===== src/rtl/icode_parser.sv =====
// rtl/icode_parser.sv - Y86 byte stream to per-instruction icode parser (option: ICODE_PARSER_FN_CHECK_EN)
module icode_parser #(
    parameter int ICODESIZE = 4,
    parameter int CNTBITS   = 16
) (
    input  logic                 clock,
    input  logic                 reset,
    input  logic [7:0]           byte_in,
    input  logic                 byte_valid,
    output logic                 byte_ready,
    output logic [ICODESIZE-1:0] icode_out,
    output logic                 icode_valid,
    input  logic                 icode_ready,
    output logic                 error,
    output logic [CNTBITS-1:0]   instr_count
);

    localparam logic [1:0] S_HEAD = 2'd0;
    localparam logic [1:0] S_BODY = 2'd1;
    localparam logic [1:0] S_ERR  = 2'd2;

    logic [1:0]           r_state;
    logic [3:0]           r_remaining;
    logic [ICODESIZE-1:0] r_icode_out;
    logic                 r_icode_valid;
    logic [CNTBITS-1:0]   r_count;

    logic [3:0] w_nibble;
    logic [3:0] w_ifun;
    logic [3:0] w_len;
    logic       w_fn_ok;
    logic       w_head_ok;
    logic       w_byte_ready;
    logic       w_take;

    assign w_nibble = byte_in[7:4];
    assign w_ifun   = byte_in[3:0];

    // Instruction length in bytes; zero marks an invalid icode.
    always_comb begin
        w_len = 4'd0;
        case (w_nibble)
            4'h0, 4'h1, 4'h9:        w_len = 4'd1;
            4'h2, 4'h6, 4'hA, 4'hB:  w_len = 4'd2;
            4'h3, 4'h4, 4'h5:        w_len = 4'd10;
            4'h7, 4'h8:              w_len = 4'd9;
            default:                 w_len = 4'd0;
        endcase
    end

`ifdef ICODE_PARSER_FN_CHECK_EN
    always_comb begin
        w_fn_ok = 1'b0;
        case (w_nibble)
            4'h2, 4'h7: w_fn_ok = (w_ifun <= 4'd6);
            4'h6:       w_fn_ok = (w_ifun <= 4'd3);
            default:    w_fn_ok = (w_ifun == 4'd0);
        endcase
    end
`else
    logic w_unused_ifun;
    assign w_unused_ifun = ^w_ifun;
    assign w_fn_ok       = 1'b1;
`endif

    assign w_head_ok = (w_len != 4'd0) && w_fn_ok;

    // Only HEAD can be back-pressured; the icode_ready term is combinational there.
    always_comb begin
        w_byte_ready = 1'b0;
        case (r_state)
            S_HEAD:  w_byte_ready = !(r_icode_valid && !icode_ready);
            S_BODY:  w_byte_ready = 1'b1;
            default: w_byte_ready = 1'b0;
        endcase
    end

    assign w_take = byte_valid && w_byte_ready;

    always_ff @(posedge clock or posedge reset) begin
        if (reset) begin
            r_state       <= S_HEAD;
            r_remaining   <= 4'd0;
            r_icode_out   <= '0;
            r_icode_valid <= 1'b0;
            r_count       <= '0;
        end else begin
            if (r_icode_valid && icode_ready) begin
                r_icode_valid <= 1'b0;
            end
            case (r_state)
                S_HEAD: begin
                    if (w_take) begin
                        if (w_head_ok) begin
                            // A new head overrides the drain above in the same cycle.
                            r_icode_out   <= byte_in[7 -: ICODESIZE];
                            r_icode_valid <= 1'b1;
                            r_count       <= r_count + CNTBITS'(1);
                            if (w_len != 4'd1) begin
                                r_remaining <= w_len - 4'd1;
                                r_state     <= S_BODY;
                            end
                        end else begin
                            r_state <= S_ERR;
                        end
                    end
                end
                S_BODY: begin
                    if (w_take) begin
                        r_remaining <= r_remaining - 4'd1;
                        if (r_remaining == 4'd1) begin
                            r_state <= S_HEAD;
                        end
                    end
                end
                default: r_state <= S_ERR;
            endcase
        end
    end

    assign byte_ready  = w_byte_ready;
    assign icode_out   = r_icode_out;
    assign icode_valid = r_icode_valid;
    assign error       = (r_state == S_ERR);
    assign instr_count = r_count;

endmodule


===== config.mk =====
export PLATFORM = sky130hd
export DESIGN_NAME = icode_parser
export DESIGN_NICKNAME = d
export VERILOG_FILES = /design/src/rtl/icode_parser.sv
export SDC_FILE = /design/constraint.sdc
export NUM_CORES = 1
export LEC_CHECK = 0
export ABC_AREA = 1
export BUFFER_PORTS_ARGS = -buffer_cell sky130_fd_sc_hd__buf_2
export CAP_MARGIN = 20
export CORE_MARGIN = 1
export CORE_UTILIZATION = 54
export DETAILED_ROUTE_END_ITERATION = 6
export PLACE_DENSITY = 0.79
export SLEW_MARGIN = 10
export SYNTH_ARGS = -nofsm -noshare
export SYNTH_HDL_FRONTEND = slang
export SYNTH_SLANG_ARGS = --single-unit

===== constraint.sdc =====
create_clock -name clock -period 1.4 [get_ports clock]
set_input_delay 0.21 -clock clock [delete_from_list [all_inputs] [get_ports clock]]
set_output_delay 0.21 -clock clock [all_outputs]
set_load 0.005 [all_outputs]

=== Yosys cells after proc, flatten, opt, wreduce, memory -nomap -nowiden ===
Memories as Yosys holds them, arrays and structs flattened.
Cells that the tools add are included.

* Memories: 1
* Flip-flop bits (word level): 27
* Input bits: 12
* Bits in latches: 0
* Memory bits (read-only): 48
* Memory bits (writable): 0
* Output and inout port bits: 23
* Word-level logic and storage cells: 46

{| class="wikitable"
|+ Memories
! memory !! words !! width !! rd ports !! clocked after memory_dff !! write ports !! RTL line !! source
|-
| (name not given) || 16 || 3 || 1 || 0 || 0 || 42 || <nowiki>case (w_nibble)</nowiki>
|}

* Magnitude comparators: 0
* Mux-type cells: 16
* Bitwise logic cells: 0
* $mul: 0
* Divide/modulo/power cells: 0
* Equal/unequal tests: 10
* Reduce and logical (&&, ||, !) cells: 11
* Shifts and indexed selects: 0
* Add/sub/neg operators: 3

{| class="wikitable"
|+ Operators by type and width
! kind !! number
|-
| adder 16 x 1 -> 16 bit, second input constant || 1
|-
| two-way mux 4 bit || 4
|-
| two-way mux 2 bit || 5
|-
| inequality test 2 bit, second input constant || 5
|-
| one-hot mux 4 bit (2 select lines) || 1
|-
| subtractor 4 x 1 -> 4 bit, second input constant || 2
|-
| AND reduction 5 bit || 1
|-
| equality test 4 x 1 -> 1 bit, second input constant || 1
|-
| two-way mux 1 bit || 4
|-
| inequality test 4 x 1 -> 1 bit, second input constant || 1
|-
| one-hot mux 2 bit (2 select lines) || 1
|-
| AND reduction 4 bit || 1
|-
| nonzero test 4 bit || 1
|-
| logical AND 1 bit || 3
|-
| inequality test 3 bit, second input constant || 1
|-
| AND reduction 3 bit || 1
|-
| equality test 2 x 1 -> 1 bit, second input constant || 1
|-
| equality test 2 bit, second input constant || 1
|-
| zero test 1 bit || 2
|-
| zero test 2 bit || 1
|-
| one-hot mux 1 bit (2 select lines) || 1
|-
| nonzero test 2 bit || 1
|}

=== Logic depth before layout (Yosys ltp) ===
Gate-level depths: netlist of the first run.

* Word-level depth: 7
* Mapped depth: 14
* Mapped depth without buffers: 14

=== Least setup slack after synthesis of the first run ===
No wires, ideal clock.

* Kind: input to register
* Start: in byte_in[5]
* End: reg r_count[4] (netlist: instr_count[4])
* Library setup time: 0.079 ns
* Path buffers: 1
* Path slack: -0.247 ns
* Data arrival time: 1.568 ns
* Data required time: 1.321 ns
* Stages on the path: 12
* Path through: nor2_1 > nand2_1 > and2_1 > ha_1 > ha_1 > inv_1 > nand2_2 > inv_2 > nand3_4 > buf_6 > nor2_2 > xor2_1

* Word-level cells in the longest chain between the ends: 3

{| class="wikitable"
|+ Ends and longest elaborated chain
! what !! RTL line !! source
|-
| from (decl) || 8 || <nowiki>input logic [7:0] byte_in,</nowiki>
|-
| memory read (16 x 3 bit) || - ||
|-
| nonzero test 4 bit || 66 || <nowiki>assign w_head_ok = (w_len != 4'd0) && w_fn_ok;</nowiki>
|-
| AND reduction 3 bit (no line) || - ||
|-
| to (signal assigned) || 98 || <nowiki>r_count <= r_count + CNTBITS'(1);</nowiki>
|-
| to (decl) || 26 || <nowiki>logic [CNTBITS-1:0] r_count;</nowiki>
|}

Every way passes these cells.
A chain may end at the register's enable or synchronous reset.

=== Final worst setup path of the first run ===
* Start: in byte_in[6]
* End: reg r_count[8] (netlist: instr_count[8])

Same word-level chain as after synthesis.

==> flow_metrics.env, run 1 <==
export IMPL_syn_avg_cell_area_um2=7.34
export IMPL_period_needed_ns=1.42
export IMPL_cts_sinks=27
export IMPL_grt_max_degree=28
export IMPL_vias_per_cell=5.23
export IMPL_yosysSeqAreaShare_pct=40.6
export IMPL_worst_setup_path_end_kind="flip-flop"
export IMPL_htree_num_levels=1
export IMPL_clk_latency_ns=0.34
export IMPL_cts_tree="yes"
export IMPL_p_leak_nw=1.28
export IMPL_max_vdd_ir_drop_uv=323
export IMPL_yosys_warnings=0
export IMPL_hold_viol=0
export IMPL_routed_wl_um=4520
export IMPL_numPortBuffers=30
export IMPL_slew_violations=0
export IMPL_final_common_cell="nand2_1"
export IMPL_antenna_cells=0
export IMPL_power_mw=1.34
export IMPL_ios=35
export IMPL_grt_pass1_wl_um=6640
export IMPL_track_usage_pct=25.8
export IMPL_drc_errors=2
export IMPL_antenna_found_initial=0
export IMPL_grt_pass1_vias=1556
export IMPL_cts_max_path_buffers=2
export IMPL_start_util_pct=58.9
export IMPL_worst_ep_required_time_ns=1.66
export IMPL_worst_slack_ns=-0.0212
export IMPL_dpl_worst_slack_ns=-0.492
export IMPL_place_hpwl_um=2770
export IMPL_hold_path_class="in -> reg"
export IMPL_synthCells=227
export IMPL_violations="design-rule violations, negative setup slack"
export IMPL_fin_skew_ns=0.0133
export IMPL_crit_path_start_kind="primary input"
export IMPL_setup_viol=6
export IMPL_root_buffer="clkbuf_4"
export IMPL_overflow=0
export IMPL_grt_setup_unrepaired="true"
export IMPL_status="finished, violations left"
export IMPL_drt_iter0_drc=123
export IMPL_power_density_mw_per_mm2=566
export IMPL_antenna_left=0
export IMPL_final_core_util_pct=83.6
export IMPL_netlist_area_mm2=0.00167
export IMPL_yosys_area_top_type_share_pct=40.6
export IMPL_cts_made_buffers=3
export IMPL_synth_area_leaders="dfrtp_1 (41%), nand2_1 (18%), inv_1 (6.8%)"
export IMPL_max_cap_violations=0
export IMPL_yosysUniqueCellTypes=30
export IMPL_clk_pin_slew_ns=0.14
export IMPL_nets=321
export IMPL_synth_largest_area_cell="dfrtp_1"
export IMPL_die_w_um=57.5
export IMPL_crit_type="in -> reg"
export IMPL_die_area_mm2=0.00331
export IMPL_critical_path_arrival_ns=1.68
export IMPL_drt_first_pass_iters=6
export IMPL_synth_nets=244
export IMPL_syn2layout_area_growth_pct=42.1
export IMPL_finalCritPeriodShare_pct=102
export IMPL_worst_hold_slack_ns=0.155
export IMPL_wl_per_cell_um=13.5
export IMPL_core_area_mm2=0.00283
export IMPL_drive_gt1_share_pct=37.3
export IMPL_tightest_slew_ns=0.351
export IMPL_place_gp_congestion=0.858
export IMPL_die_y_um=57.5
export IMPL_max_freq_mhz=704
export IMPL_num_rows=19
export IMPL_path_max_fanout=7
export IMPL_synth_seq_cells=27
export IMPL_vias=1747
export IMPL_slew_headroom_pct=76.6
export IMPL_final_cell_mix="nand2_1 (75), buf_4 (42), buf_2 (26)"
[power by group]
part	switching, mW	internal [mW]
logic	0.0965	0.0929
clock network	0.248	0.110
registers	0.00685	0.786
total	0.351	0.988
[registers in the layout, summed over array words and instances (netlist names)]
register	count
icode_out	4
r_state	2
instr_count	16
icode_valid	1
r_remaining	4
[path summary, 6_finish.rpt]
path                                    from              to  slack [ns]  depth (start not counted)
worst max-delay path              byte_in[6]  instr_count[8]       -0.02                         13
worst min-delay path             icode_ready     icode_valid        0.15                          4
worst max register to register    r_state[0]  r_remaining[3]       -0.02                          7
worst min register to register  icode_out[0]    icode_out[0]        0.49                          2
max in group asynchronous              reset      r_state[0]        0.67                          4
min in group asynchronous              reset  instr_count[3]        0.45                          4
[synthesized netlist by cell type]
cell type / instances
nand2_1: 80
inv_1: 30
dfrtp_1: 27
nor2_1: 18
nand3_1: 16
o21ai_0: 11
xor2_1: 7
ha_1: 5
nand4_1: 5
nor2_2: 4
nand2_4: 2
nor2_4: 2
nor3_1: 2
xnor2_1: 2
a21oi_1: 1
a21oi_2: 1
and2_1: 1
buf_2: 1
buf_4: 1
buf_6: 1
inv_2: 1
mux2i_1: 1
nand2_2: 1
nand3_4: 1
nand3b_1: 1
o211ai_1: 1
o21ai_1: 1
o22ai_1: 1
o31ai_1: 1
or2_2: 1
[worst max-delay path: stages]
cell     delay [ns]
buf_8          0.11
nor2_4         0.11
nand2_2        0.07
and2_4         0.17
ha_4           0.17
ha_4           0.16
inv_2          0.05
nand2_2        0.06
inv_2          0.08
nand3_4        0.11
buf_6          0.16
nor2_4         0.07
xor2_1         0.15
[layout make-up]
class / count / area, um^2
fillers: 170 / 463
repair buffers: 75 / 543
clock inverters: 1 / 7.51
multi-input cells: 166 / 960
clock buffers: 3 / 22.5
inverters: 31 / 116
flip-flops and latches: 27 / 678
well taps: 31 / 38.8
[kinds of logic (layout without fill, tap and decap cells)]
group / Yosys count / in the layout / share of synthesized area, %
compound gates: 17 / 17 / 5.71
xor+xnor: 9 / 9 / 4.73
buf+inv: 34 / 110 / 8.41
flops: 27 / 27 / 40.6
simple gates: 134 / 134 / 36.2
mux: 1 / 1 / 0.601
fa+ha+maj: 5 / 5 / 3.76
[layer usage]
metal  part of all wire [%]  up-vias  GRT usage, %  wire length, um
li1                       -      863             -                -
met1                     39      814          31.8             1780
met2                     55       62          48.0             2480
met3                    4.1        8          1.59              183
met4                    1.6        0          8.01               71
met5                      0        -             0                0
[through the flow]
step / instance area [um^2] / setup TNS [ns] / cells
finish: 2370 / -0.0865 / 334
global route: 2370 / -1.65 / 334
CTS: 2230 / 0 / 324
detailed placement: 2090 / -10.19 / 310
global placement: 2090 / -8.25 / 310
floorplan: 1730 / -2.44 / 227
[timing repair]
action / CTS / global route
endpoints found under the setup margin: 24 / 23
resized for setup: 12 / 17
gates cloned: 0 / 0
endpoints found under the hold margin: 27 / 0
hold buffers: 1 / 0
pin swaps: 4 / 7
buffers inserted: 9 / 10
No activity file was read; power rests on OpenSTA's default activity.
==> inputs of run 2 (changes only) <==
--- a/config.mk
+++ b/config.mk
@@ -9,9 +9,9 @@
 export BUFFER_PORTS_ARGS = -buffer_cell sky130_fd_sc_hd__buf_2
 export CAP_MARGIN = 20
 export CORE_MARGIN = 1
-export CORE_UTILIZATION = 54
+export CORE_UTILIZATION = 49
 export DETAILED_ROUTE_END_ITERATION = 6
-export PLACE_DENSITY = 0.79
+export PLACE_DENSITY = 0.76
 export SLEW_MARGIN = 10
 export SYNTH_ARGS = -nofsm -noshare
 export SYNTH_HDL_FRONTEND = slang
==> constraint.sdc (replaced) <==
create_clock -name clock -period 1.3 [get_ports clock]
set_input_delay 0.195 -clock clock [delete_from_list [all_inputs] [get_ports clock]]
set_output_delay 0.195 -clock clock [all_outputs]
set_load 0.005 [all_outputs]
==> run 2 against run 1 <==
Net effect:
- largest cell class unchanged
- the run ends with negative setup slack left
- routed wire length is 25% higher
- clock-buffer cell count is 1 higher
- sequential power is 7.7% higher
- global-route usage is 1.8 points higher
==> flow_metrics.env, run 2 (synthesized netlist as in run 1, its figures left out) <==
export IMPL_antenna_left=0
export IMPL_start_util_pct=53.2
export IMPL_routed_wl_um=5670
export IMPL_core_area_mm2=0.00313
export IMPL_crit_type="in -> reg"
export IMPL_violations="negative setup slack"
export IMPL_hold_end="icode_valid"
export IMPL_ios=35
export IMPL_period_needed_ns=1.62
export IMPL_worst_ep_required_time_ns=1.57
export IMPL_grt_use_met3_pct=3.03
export IMPL_setup_viol=28
export IMPL_clk_pin_slew_ns=0.15
export IMPL_rrSetupSlack_ns=-0.18
export IMPL_max_cap_violations=0
export IMPL_final_core_util_pct=82.7
export IMPL_p_leak_nw=1.34
export IMPL_vias=1865
export IMPL_grt_max_degree=28
export IMPL_place_hpwl_um=3010
export IMPL_drive_gt1_share_pct=47.2
export IMPL_drc_errors=0
export IMPL_r2r_cells=7
export IMPL_cts_tree="yes"
export IMPL_largest_register_ffs=16
export IMPL_root_buffer="clkbuf_4"
export IMPL_r2r_end="instr_count[0]"
export IMPL_syn2layout_area_growth_pct=55.3
export IMPL_vias_per_cell=5.44
export IMPL_path_max_fanout=5
export IMPL_drt_iter0_drc=166
export IMPL_num_rows=20
export IMPL_slew_violations=0
export IMPL_grt_setup_unrepaired="true"
export IMPL_status="finished, violations left"
export IMPL_die_w_um=60.3
export IMPL_worst_setup_path_end_kind="flip-flop"
export IMPL_overflow=0
export IMPL_drt_first_pass_iters=4
export IMPL_cts_sinks=27
export IMPL_clk_latency_ns=0.34
export IMPL_slew_headroom_pct=75.8
export IMPL_max_vdd_ir_drop_uv=453
export IMPL_place_gp_congestion=0.827
export IMPL_final_common_cell="nand2_1"
export IMPL_worst_slack_ns=-0.318
export IMPL_grt_util_met1_pct=37.7
export IMPL_die_area_mm2=0.00364
export IMPL_wl_per_cell_um=16.5
export IMPL_hold_viol=0
export IMPL_numPortBuffers=30
export IMPL_antenna_cells=0
export IMPL_nets=317
export IMPL_final_cell_mix="nand2_1 (55), buf_4 (33), buf_2 (25)"
export IMPL_fin_skew_ns=0.00295
export IMPL_grtUsageMet2_pct=46.3
export IMPL_r2r_start="r_state[0]"
export IMPL_worstHoldStart="icode_ready"
export IMPL_critical_path_arrival_ns=1.89
export IMPL_die_y_um=60.3
export IMPL_crit_path_start_kind="primary input"
export IMPL_max_freq_mhz=618
export IMPL_min_path_cells=4
export IMPL_cts_made_buffers=3
export IMPL_power_density_mw_per_mm2=565
export IMPL_grt_pass1_wl_um=7450
export IMPL_antenna_found_initial=0
export IMPL_cts_max_path_buffers=2
export IMPL_grt_pass1_vias=1640
export IMPL_htree_num_levels=1
export IMPL_power_mw=1.46
export IMPL_busiest_layer="met2"
export IMPL_tightest_slew_ns=0.363
export IMPL_finalCritPeriodShare_pct=124
export IMPL_track_usage_pct=27.6
export IMPL_hold_path_class="in -> reg"
## run 2: cell count changes in the layout (fill, tap and decap cells not counted), sizes merged
cell	before	now
clkbuf	3	5
buf	74	69
clkinvlp	1	0
## run 2: area by class of cell
class,count,area (um^2)
multi-input cells,166,1100
flip-flops and latches,27,681
repair buffers,71,602
fillers,177,542
inverters,31,124
well taps,44,55.1
clock buffers,4,26.3
## run 2: worst max path at each step
stage | startpoint | end
CTS | r_state[0] | byte_ready
global route | byte_in[5] | instr_count[0]
finish | byte_in[4] | instr_count[0]
global placement | byte_in[5] | instr_count[10]
floorplan | byte_in[5] | instr_count[4]
detailed placement | byte_in[5] | instr_count[10]
## run 2: per-stage QoR
stage,setup TNS [ns],area [um^2],instances,setup WS [ns],hold slack (ns)
global route,-6.27,2590,343,-0.313,0.133
detailed placement,-12.79,2140,326,-0.583,0.278
CTS,-1.22,2390,338,-0.113,0.0996
floorplan,-4.56,1730,227,-0.254,0.248
finish,-6.14,2590,343,-0.318,0.106
global placement,-10.45,2140,326,-0.480,0.272
## run 2: timing repair
action / 4_1_cts / 5_1_grt
gates resized for setup: 41 / 47
buffers inserted: 5 / 6
pin swaps: 17 / 22
hold buffers: 1 / 0
hold endpoints to repair: 27 / 0
gates cloned: 2 / 1
endpoints found under the setup margin: 28 / 29
## run 2: critical path: stages
cell and delay, ns:
buf_6 0.10, buf_4 0.14, o21ai_0 0.26, o22ai_1 0.15, inv_1 0.13, ha_4 0.14
inv_2 0.04, nand2_2 0.09, inv_2 0.07, nand3_4 0.14, buf_12 0.14, buf_12 0.12
xor2_1 0.17
## run 2: layer usage
metal	vias to the layer above	wire, um	part of all wire (%)
li1	859	-	-
met1	902	2240	40
met2	92	2990	53
met3	12	309	5.5
met4	0	127	2.2
met5	-	0	0
## run 2: power breakdown
| group | switching, mW | internal (mW) |
|---|---|---|
| Clock | 0.271 | 0.121 |
| Sequential | 0.00786 | 0.846 |
| Combinational | 0.110 | 0.105 |
==> inputs of run 3 (changes only) <==
--- a/config.mk
+++ b/config.mk
@@ -5,13 +5,12 @@
 export SDC_FILE = /design/constraint.sdc
 export NUM_CORES = 1
 export LEC_CHECK = 0
-export ABC_AREA = 1
 export BUFFER_PORTS_ARGS = -buffer_cell sky130_fd_sc_hd__buf_2
 export CAP_MARGIN = 20
 export CORE_MARGIN = 1
-export CORE_UTILIZATION = 49
+export CORE_UTILIZATION = 47
 export DETAILED_ROUTE_END_ITERATION = 6
-export PLACE_DENSITY = 0.76
+export PLACE_DENSITY = 0.75
 export SLEW_MARGIN = 10
 export SYNTH_ARGS = -nofsm -noshare
 export SYNTH_HDL_FRONTEND = slang
==> run 3 against run 2 <==
Net effect:
- the run still ends with negative setup slack left
- largest power group unchanged
- flip-flop and latch count stayed put
- routed wire length is 21% lower
- maximum frequency decreased by 3.2%
- die area down 12%
- clock skew up 0.0055 ns
- cell area shrank 16%
- via count decreased by 31%
- utilization down 4.6 points
==> flow_metrics.env, run 3 <==
export IMPL_status="finished, violations left"
export IMPL_violations="negative setup slack"
export IMPL_max_vdd_ir_drop_uv=1160
export IMPL_numPortBuffers=30
export IMPL_synthFlopType="dfrtp_1"
export IMPL_slew_violations=0
export IMPL_overflow=0
export IMPL_fin_skew_ns=0.00848
export IMPL_max_freq_mhz=598
export IMPL_drive_gt1_share_pct=56.5
export IMPL_drc_errors=0
export IMPL_vias_per_cell=5.81
export IMPL_start_util_pct=50.1
export IMPL_netlist_top_cells_count="dfrtp_1 (27), xnor2_1 (14), nand4_1 (9)"
export IMPL_worst_hold_slack_ns=0.0814
export IMPL_seq_area_um2=676
export IMPL_final_common_cell="dfrtp_1"
export IMPL_synth_edf_count=0
export IMPL_rrSetupSlack_ns=-0.37
export IMPL_tightest_slew_ns=0.351
export IMPL_syn2layout_area_growth_pct=55.8
export IMPL_worst_slack_ns=-0.371
export IMPL_max_cap_violations=0
export IMPL_drt_first_pass_iters=5
export IMPL_grt_pass1_wl_um=6310
export IMPL_synth_largest_area_cell="dfrtp_1"
export IMPL_hold_path_class="in -> reg"
export IMPL_nets=209
export IMPL_vias=1290
export IMPL_clk_latency_ns=0.34
export IMPL_async_reset_ff_share_pct=100
export IMPL_synthCells=126
export IMPL_final_cell_mix="dfrtp_1 (27), buf_2 (24), buf_4 (23)"
export IMPL_power_density_mw_per_mm2=1230
export IMPL_num_rows=19
export IMPL_core_area_mm2=0.00278
export IMPL_cts_max_path_buffers=2
export IMPL_die_y_um=56.5
export IMPL_cts_made_buffers=3
export IMPL_clk_pin_slew_ns=0.17
export IMPL_routed_wl_um=4490
export IMPL_wl_per_cell_um=20.2
export IMPL_crit_family="simple AND/OR/NAND/NOR gates"
export IMPL_path_max_fanout=4
export IMPL_place_hpwl_um=2350
export IMPL_worstPathCellList="or3b_4 > or3_4 > o31ai_4 > a21oi_1"
export IMPL_critical_path_arrival_ns=1.92
export IMPL_synth_seq_cells=27
export IMPL_root_buffer="clkbuf_4"
export IMPL_antenna_cells=0
export IMPL_die_w_um=56.5
export IMPL_drt_iter0_drc=53
export IMPL_yosys_area_top_type_share_pct=48.5
export IMPL_slew_headroom_pct=76.6
export IMPL_critPathMaxStageDelay_ns=0.46
export IMPL_cts_sinks=27
export IMPL_cts_tree="yes"
export IMPL_synthMostInstantiatedCell="dfrtp_1"
export IMPL_p_leak_nw=1.02
export IMPL_multi_input_area_um2=921
export IMPL_path_buf_inv=0
export IMPL_antenna_left=0
export IMPL_period_needed_ns=1.67
export IMPL_slowest_stage="or3b_4"
export IMPL_syn_avg_cell_area_um2=11.1
export IMPL_netlist_area_mm2=0.00139
export IMPL_synth_nets=143
export IMPL_grt_setup_unrepaired="true"
export IMPL_track_usage_pct=26.0
export IMPL_crit_path_start_kind="flip-flop"
export IMPL_yosys_warnings=0
export IMPL_setup_viol=29
export IMPL_die_area_mm2=0.00319
export IMPL_ios=35
export IMPL_hold_viol=0
export IMPL_dp_cells=211
export IMPL_largest_register_ffs=16
export IMPL_grt_max_degree=28
export IMPL_worst_ep_required_time_ns=1.55
export IMPL_power_mw=2.67
export IMPL_grt_pass1_vias=1351
export IMPL_synth_area_leaders="dfrtp_1 (48%), xnor2_1 (8.8%), ha_1 (4.5%)"
export IMPL_yosysUniqueCellTypes=33
export IMPL_antenna_found_initial=0
export IMPL_htree_num_levels=1
export IMPL_finalNonFillerCells=222
export IMPL_fillCellCount=160
export IMPL_yosysSeqAreaShare_pct=48.5
export IMPL_tns_ns=-6.93
export IMPL_worst_setup_path_end_kind="flip-flop"
export IMPL_place_gp_congestion=0.893
export IMPL_crit_type="reg -> reg"
export IMPL_finalCritPeriodShare_pct=129
==> run 3: cell types whose count changed in the layout (fill, tap and decap cells not counted), moves of 9 or more <==
cell	delta
nand2_1	-53
nor2_1	-9
buf_4	-10
inv_1	-17
nand3_1	-9
buf_6	+10
nand2_4	-11
nand2_2	-12
==> run 3: logic make-up after synthesis <==
group                      share of synthesized area (%)
and+or+nand+nor                                     20.8
DFF                                                 48.5
AOI/OAI and AO/OA                                   7.18
xor gates and xnor gates                            9.43
muxes                                               7.27
buffers and inverters                               2.33
adders and majority gates                           4.49
==> run 3: report_power, final <==
part | switching (mW) | internal, mW
Sequential | 0.156 | 1.03
Clock | 0.286 | 0.118
Combinational | 0.464 | 0.620
==> run 3: worst reg2reg max path, delay by kind of cell, from the launching register on <==
family / cells / cell delay [ns]
AND/OR/NAND/NOR: 2 / 0.86
flip-flops: 1 / 0.41
AO/OA/AOI/OAI: 2 / 0.31
==> run 3: cell type report <==
class | count | share of cell area, %
multi-input combinational | 91 | 42.4
sequential | 27 | 31.1
timing repair buffer | 63 | 22.3
tap | 31 | 1.79
clock buffer | 3 | 1.04
inverter | 6 | 1.04
clock inverter | 1 | 0.346
==> run 3: metrics by stage <==
step | util [%] | setup slack (ns) | area (um^2)
finish | 78.1 | -0.371 | 2170
global route | 78.1 | -0.424 | 2170
floorplan | - | -0.448 | 1430
CTS | 74.8 | -0.340 | 2080
global placement | 65.0 | -0.548 | 1810
detailed placement | 65.0 | -0.629 | 1810
==> run 3: worst paths after layout <==
| path | startpoint | cells after the start | end |
|---|---|---|---|
| worst min-delay path | byte_in[4] | 2 | icode_out[0] |
| worst min register to register | instr_count[15] | 1 | instr_count[15] |
| max in group asynchronous | reset | 4 | instr_count[1] |
| worst max-delay path | r_state[1] | 4 | r_remaining[2] |
| worst max register to register | r_state[1] | 4 | r_remaining[2] |
| min in group asynchronous | reset | 4 | r_remaining[1] |
==> run 3: routing by layer <==
| metal | track usage [%] | part of all wire [%] | vias up |
|---|---|---|---|
| li1 | - | - | 581 |
| met1 | 29.6 | 40 | 645 |
| met2 | 48.9 | 53 | 49 |
| met3 | 2.53 | 3.8 | 15 |
| met4 | 10.5 | 3.2 | 0 |
| met5 | 0 | 0 | - |
==> run 3: repair_timing <==
action	in CTS	in global routing
resized for setup	44	20
setup endpoints to repair	28	30
hold buffers	1	0
gates cloned	0	0
endpoints found under the hold margin	27	0
setup buffers	7	2
pin swaps	25	4
